**src/rtl/rc5_pkg.sv**
```systemverilog
// Shared constants, size derivations and FSM encoding for the RC5-32 key schedule.
package rc5_pkg;

    localparam logic [31:0] PW = 32'hB7E15163;
    localparam logic [31:0] QW = 32'h9E3779B9;

    typedef enum logic [2:0] {
        StIdle,
        StClrL,
        StLoadL,
        StInitS,
        StMixS,
        StMixL,
        StZeroL,
        StDone
    } rc5_state_e;

    function automatic int unsigned rc5_u(input int unsigned w);
        return w / 8;
    endfunction

    function automatic int unsigned rc5_c(input int unsigned w, input int unsigned b);
        int unsigned u;
        int unsigned c;
        u = w / 8;
        c = (b + u - 1) / u;
        return (c < 1) ? 1 : c;
    endfunction

    function automatic int unsigned rc5_t(input int unsigned r);
        return 2 * (r + 1);
    endfunction

    function automatic int unsigned rc5_n(input int unsigned t, input int unsigned c);
        return 3 * ((t > c) ? t : c);
    endfunction

    // Address width with a floor of one bit so single-entry RAMs still get a port
    function automatic int unsigned rc5_aw(input int unsigned n);
        return (n > 1) ? $clog2(n) : 1;
    endfunction

endpackage

```
**src/rtl/rc5_rotl.sv**
```systemverilog
// Combinational W-bit left rotate by a 5-bit amount.
module rc5_rotl #(
    parameter int unsigned W = 32
) (
    input  logic [W-1:0] din,
    input  logic [4:0]   amt,
    output logic [W-1:0] dout
);

    logic [2*W-1:0] dbl;

    // Shift a doubled copy so bits leaving the top reappear at the bottom
    always_comb begin
        dbl  = {din, din} << amt;
        dout = dbl[2*W-1:W];
    end

endmodule

```
**src/rtl/rc5_key_sched_ctrl.sv**
```systemverilog
// RC5-32/R/B key expansion sequencer driving the K, L and S RAMs.
// Optional build macro RC5_KEY_ZEROIZE_EN adds a pass that wipes L before done.
module rc5_key_sched_ctrl
    import rc5_pkg::*;
#(
    parameter int unsigned W = 32,
    parameter int unsigned B = 16,
    parameter int unsigned R = 12,
    localparam int unsigned U   = rc5_u(W),
    localparam int unsigned C   = rc5_c(W, B),
    localparam int unsigned T   = rc5_t(R),
    localparam int unsigned N   = rc5_n(T, C),
    localparam int unsigned KAW = rc5_aw(B),
    localparam int unsigned LAW = rc5_aw(C),
    localparam int unsigned SAW = rc5_aw(T)
) (
    input  logic           clk,
    input  logic           rst,
    input  logic           start,
    output logic           busy,
    output logic           done,
    output logic [KAW-1:0] key_addr,
    input  logic [7:0]     key_rd_data,
    output logic [LAW-1:0] l_addr,
    output logic           l_wr_en,
    output logic [W-1:0]   l_wr_data,
    input  logic [W-1:0]   l_rd_data,
    output logic [SAW-1:0] s_addr,
    output logic           s_wr_en,
    output logic [W-1:0]   s_wr_data,
    input  logic [W-1:0]   s_rd_data
);

    // One counter serves every phase, so it must reach the largest of N and B
    localparam int unsigned CNTW = rc5_aw((N > B) ? N : B);

    rc5_state_e      state_q, state_d;
    logic [CNTW-1:0] cnt_q, cnt_d;
    logic [SAW-1:0]  i_q, i_d;
    logic [LAW-1:0]  j_q, j_d;
    logic [W-1:0]    a_q, a_d, b_q, b_d, sprev_q, sprev_d;
    logic [W-1:0]    a_sum, a_rot, ab_sum, b_sum, b_rot;
    logic [4:0]      b_amt;

    // Mixing datapath; in MIX_L a_q already holds the freshly written A'
    always_comb begin
        a_sum  = s_rd_data + a_q + b_q;
        ab_sum = a_q + b_q;
        b_sum  = l_rd_data + ab_sum;
        b_amt  = ab_sum[4:0];
    end

    rc5_rotl #(.W(W)) u_rotl_a (
        .din  (a_sum),
        .amt  (5'd3),
        .dout (a_rot)
    );

    rc5_rotl #(.W(W)) u_rotl_b (
        .din  (b_sum),
        .amt  (b_amt),
        .dout (b_rot)
    );

    // State and datapath registers
    always_ff @(posedge clk or posedge rst) begin
        if (rst) begin
            state_q <= StIdle;
            cnt_q   <= '0;
            i_q     <= '0;
            j_q     <= '0;
            a_q     <= '0;
            b_q     <= '0;
            sprev_q <= '0;
        end else begin
            state_q <= state_d;
            cnt_q   <= cnt_d;
            i_q     <= i_d;
            j_q     <= j_d;
            a_q     <= a_d;
            b_q     <= b_d;
            sprev_q <= sprev_d;
        end
    end

    // Next-state sequencing and RAM port drive
    always_comb begin
        state_d   = state_q;
        cnt_d     = cnt_q;
        i_d       = i_q;
        j_d       = j_q;
        a_d       = a_q;
        b_d       = b_q;
        sprev_d   = sprev_q;
        busy      = 1'b0;
        done      = 1'b0;
        key_addr  = '0;
        l_addr    = '0;
        l_wr_en   = 1'b0;
        l_wr_data = '0;
        s_addr    = '0;
        s_wr_en   = 1'b0;
        s_wr_data = '0;
        case (state_q)
            StIdle: begin
                if (start) begin
                    state_d = StClrL;
                    cnt_d   = '0;
                end
            end
            StClrL: begin
                busy    = 1'b1;
                l_addr  = LAW'(cnt_q);
                l_wr_en = 1'b1;
                if (cnt_q == CNTW'(C - 1)) begin
                    state_d = StLoadL;
                    cnt_d   = CNTW'(B - 1);
                end else begin
                    cnt_d = cnt_q + 1'b1;
                end
            end
            StLoadL: begin
                busy      = 1'b1;
                key_addr  = KAW'(cnt_q);
                l_addr    = LAW'(cnt_q / CNTW'(U));
                l_wr_en   = 1'b1;
                l_wr_data = {l_rd_data[W-9:0], key_rd_data};
                if (cnt_q == '0) begin
                    state_d = StInitS;
                end else begin
                    cnt_d = cnt_q - 1'b1;
                end
            end
            StInitS: begin
                busy      = 1'b1;
                s_addr    = SAW'(cnt_q);
                s_wr_en   = 1'b1;
                s_wr_data = (cnt_q == '0) ? PW : sprev_q + QW;
                sprev_d   = s_wr_data;
                if (cnt_q == CNTW'(T - 1)) begin
                    state_d = StMixS;
                    cnt_d   = '0;
                    i_d     = '0;
                    j_d     = '0;
                    a_d     = '0;
                    b_d     = '0;
                end else begin
                    cnt_d = cnt_q + 1'b1;
                end
            end
            StMixS: begin
                busy      = 1'b1;
                s_addr    = i_q;
                s_wr_en   = 1'b1;
                s_wr_data = a_rot;
                a_d       = a_rot;
                state_d   = StMixL;
            end
            StMixL: begin
                busy      = 1'b1;
                l_addr    = j_q;
                l_wr_en   = 1'b1;
                l_wr_data = b_rot;
                b_d       = b_rot;
                i_d       = (i_q == SAW'(T - 1)) ? '0 : i_q + 1'b1;
                j_d       = (j_q == LAW'(C - 1)) ? '0 : j_q + 1'b1;
                if (cnt_q == CNTW'(N - 1)) begin
`ifdef RC5_KEY_ZEROIZE_EN
                    state_d = StZeroL;
                    cnt_d   = '0;
`else
                    state_d = StDone;
`endif
                end else begin
                    state_d = StMixS;
                    cnt_d   = cnt_q + 1'b1;
                end
            end
`ifdef RC5_KEY_ZEROIZE_EN
            StZeroL: begin
                busy    = 1'b1;
                l_addr  = LAW'(cnt_q);
                l_wr_en = 1'b1;
                if (cnt_q == CNTW'(C - 1)) begin
                    state_d = StDone;
                end else begin
                    cnt_d = cnt_q + 1'b1;
                end
            end
`endif
            StDone: begin
                done    = 1'b1;
                state_d = StIdle;
            end
            default: begin
                state_d = StIdle;
            end
        endcase
    end

endmodule

```
**config.mk**
```make
export PLATFORM = sky130hd
export DESIGN_NAME = rc5_key_sched_ctrl
export DESIGN_NICKNAME = d
export VERILOG_FILES = /design/src/rtl/rc5_pkg.sv /design/src/rtl/rc5_rotl.sv /design/src/rtl/rc5_key_sched_ctrl.sv
export SDC_FILE = /design/constraint.sdc
export NUM_CORES = 1
export LEC_CHECK = 0
export CAP_MARGIN = 0
export CORE_UTILIZATION = 64
export DETAILED_ROUTE_END_ITERATION = 16
export GPL_ROUTABILITY_DRIVEN = 1
export HOLD_SLACK_MARGIN = 0.08
export PLACE_DENSITY_LB_ADDON = 0.05
export REMOVE_ABC_BUFFERS = 1
export SLEW_MARGIN = 30
export SYNTH_ARGS = -nofsm -noshare
export SYNTH_HDL_FRONTEND = slang
export SYNTH_HIERARCHICAL = 1
export SYNTH_SLANG_ARGS = --single-unit
```
**constraint.sdc**
```tcl
create_clock -name clk -period 10.5 [get_ports clk]
set_clock_uncertainty 0.2 [all_clocks]
set_input_delay 1.575 -clock clk [delete_from_list [all_inputs] [get_ports clk]]
set_output_delay 1.575 -clock clk [all_outputs]
set_load 0.01 [all_outputs]
```
==> results.sh, run 1 <==
export IMPL_register_area_um2=2830
export IMPL_cp_start_kind="flip-flop"
export IMPL_synth_edf_count=0
export IMPL_drc=0
export IMPL_synth_top_area_share_pct=18.4
export IMPL_nFillCells=1715
export IMPL_h_tree_depth=4
export IMPL_routedWlPerCell_um=24.0
export IMPL_report_final_slew_viol_count=0
export IMPL_critPathCaptureType="primary output"
export IMPL_drt_iter0_drc=1570
export IMPL_path_class="flip-flop to primary output"
export IMPL_ys_top_cells_by_area="mux4_2 18%, dfrtp_1 18%, ha_1 8.7%"
export IMPL_ant_nets=0
export IMPL_final_util_pct=75.1
export IMPL_place_area_um2=17000
export IMPL_grt_antenna_before_repair=0
export IMPL_design_core_area_um2=23500
export IMPL_initial_core_util_pct=65.6
export IMPL_path_clk_slew_ps=60
export IMPL_slew_headroom_pct=35.0
export IMPL_nets=1955
export IMPL_hold_buffers=0
export IMPL_ys_async_sr_fraction_pct=100
export IMPL_tightest_slew_ps=973
export IMPL_hold_slack_ps=323
export IMPL_area_delta_synth_final_pct=14.6
export IMPL_insertion_delay_ps=430
export IMPL_status="completed"
export IMPL_holdPathStages=1
export IMPL_cts_sinks=113
export IMPL_worst_hold_path_type="flip-flop to flip-flop"
export IMPL_antennaDiodeCount=0
export IMPL_ys_flop_type="dfrtp_1"
export IMPL_post_cts_buffers=0
export IMPL_drt_vias_per_instance=7.04
export IMPL_clk_path_buf_depth=2
export IMPL_period_minus_slack_ps=9620
export IMPL_required_ps=8730
export IMPL_die_h_um=157
export IMPL_netlist_area_um2=15400
export IMPL_io_pins=154
export IMPL_grt_start_max_net_pins=61
export IMPL_finalSetupTns_ps=0
export IMPL_ff2ff_path_depth=25
export IMPL_routed_wl_um=49600
export IMPL_cts_tree="yes"
export IMPL_synth_seq_cells=113
export IMPL_dp_hpwl_um=37800
export IMPL_cp_data_arrival_time_ps=7840
export IMPL_root_buffer="clkbuf_16"
export IMPL_grt_use_total_pct=40.8
export IMPL_fmax_mhz=104
export IMPL_layout_commonest_cell="nand2_1"
export IMPL_grt_first_pass_wirelength_um=76200
export IMPL_synth_warnings=6
export IMPL_syn_inst=1644
export IMPL_maxCapViolCount=0
export IMPL_overflow=0
export IMPL_synth_cell_type_count=78
export IMPL_yosysSeqAreaShare_pct=18.3
export IMPL_num_rows=56
export IMPL_grt_setup_unrepaired="false"
export IMPL_hold_violations=0
export IMPL_portBuffers=153
export IMPL_dieArea_um2=24700
export IMPL_final_area_um2=17700
export IMPL_gp_congestion=1.08
export IMPL_first_pass_iters=9
export IMPL_synth_top_area_cell="mux4_2"
export IMPL_post_cts_resized=0
export IMPL_syn_avg_cell_area_um2=9.39
export IMPL_setup_violations=0
export IMPL_cts_buffers=17
export IMPL_timing_final_crit_share_pct=91.6
export IMPL_drive_gt1_share_pct=15.3
export IMPL_grt_pass1_vias=13600
export IMPL_final_cell_mix="220 x nand2_1, 153 x clkdlybuf4s50_1, 137 x o21ai_0"
export IMPL_path_max_fanout=5
export IMPL_die_x_um=157
export IMPL_vias=14600
export IMPL_multi_input_area_um2=12000
==> critical path: stages, from the launching register on <==
cell	delay, ps
dfrtp_1	380
ha_1	210
inv_1	70
fa_1	420
nor2b_1	130
o21ai_0	100
a21oi_1	250
o21ai_0	220
o21ai_0	330
o21ai_0	130
nand2b_1	100
xor2_1	270
ha_1	340
nand4_1	170
nor2_1	70
a2111oi_1	670
a21oi_1	230
a211oi_1	370
o21bai_1	160
a31o_2	270
a21oi_1	210
xnor2_1	180
mux4_2	560
mux4_2	560
mux2_2	340
a22o_1	210
clkdlybuf4s50_1	470
==> Yosys cell counts, drive strengths merged (29+ instances only) <==
| cell | n |
|---|---|
| nand2 | 220 |
| o21ai | 151 |
| mux4 | 128 |
| dfrtp | 113 |
| ha | 107 |
| a21oi | 101 |
| nor2 | 93 |
| xnor2 | 88 |
| a22o | 73 |
| mux2 | 64 |
| clkbuf | 60 |
| inv | 49 |
| a21o | 46 |
| buf | 36 |
| fa | 34 |
| xor2 | 29 |
==> routing by layer <==
metal | vias up | global-route usage, % | part of all wire (%)
li1 | 6405 | - | -
met1 | 7082 | 56.0 | 40
met2 | 964 | 61.2 | 44
met3 | 132 | 12.7 | 13
met4 | 0 | 13.4 | 3.4
met5 | - | 0.621 | 0
==> logic make-up after synthesis <==
group	synth area share, %
other	0.0487
flip-flops	18.3
XOR/XNOR	6.64
AND/OR/NAND/NOR	12.7
AO/OA/AOI/OAI	21.2
adder cells (fa/ha/maj)	13.1
multiplexers	23.5
buffers and inverters	4.51
==> final cells by class <==
type,count,share of cell area [%]
Tap cell,319,2.26
Timing Repair Buffer,169,9.34
Multi-Input combinational cell,1389,67.7
Clock buffer,19,2.50
Clock inverter,13,1.18
Sequential cell,113,16.0
Inverter,49,1.05
==> registers in the layout (all words and copies together), names as in the netlist <==
name and flops:
state_q 3, j_q 2, i_q 5, b_q 32, a_q 32, cnt_q 7, sprev_q 32
==> stage by stage <==
step	cells	worst slack, ps
2_1_floorplan	1551	1190
3_3_place_gp	2039	1430
3_5_place_dp	2039	1370
4_1_cts	2071	959
5_1_grt	2071	575
6_report	2071	883
==> final timing paths <==
check / slack [ps] / to / from
worst max-delay path: 880 / l_wr_data[30] / a_q[0]$_DFFE_PP0P_
worst min-delay path: 320 / i_q[4]$_DFFE_PP0P_ / i_q[4]$_DFFE_PP0P_
worst max register to register: 3210 / b_q[17]$_DFFE_PP0P_ / a_q[0]$_DFFE_PP0P_
worst min register to register: 320 / i_q[4]$_DFFE_PP0P_ / i_q[4]$_DFFE_PP0P_
max in group asynchronous: 7390 / b_q[8]$_DFFE_PP0P_ / rst
min in group asynchronous: 1460 / sprev_q[31]$_DFFE_PP0P_ / rst
Power of run 1 is not shown: default switching activity piles up to over one toggle a cycle in this logic, so the estimate is an artifact.
==> inputs of run 2 (changes only) <==
- ABC_CLOCK_PERIOD_IN_PS: unset -> 10500
==> results of run 2 <==
Same layout as run 1: the final DEF is identical, and so are final timing and power.
Power of run 2 is left out for the same reason.
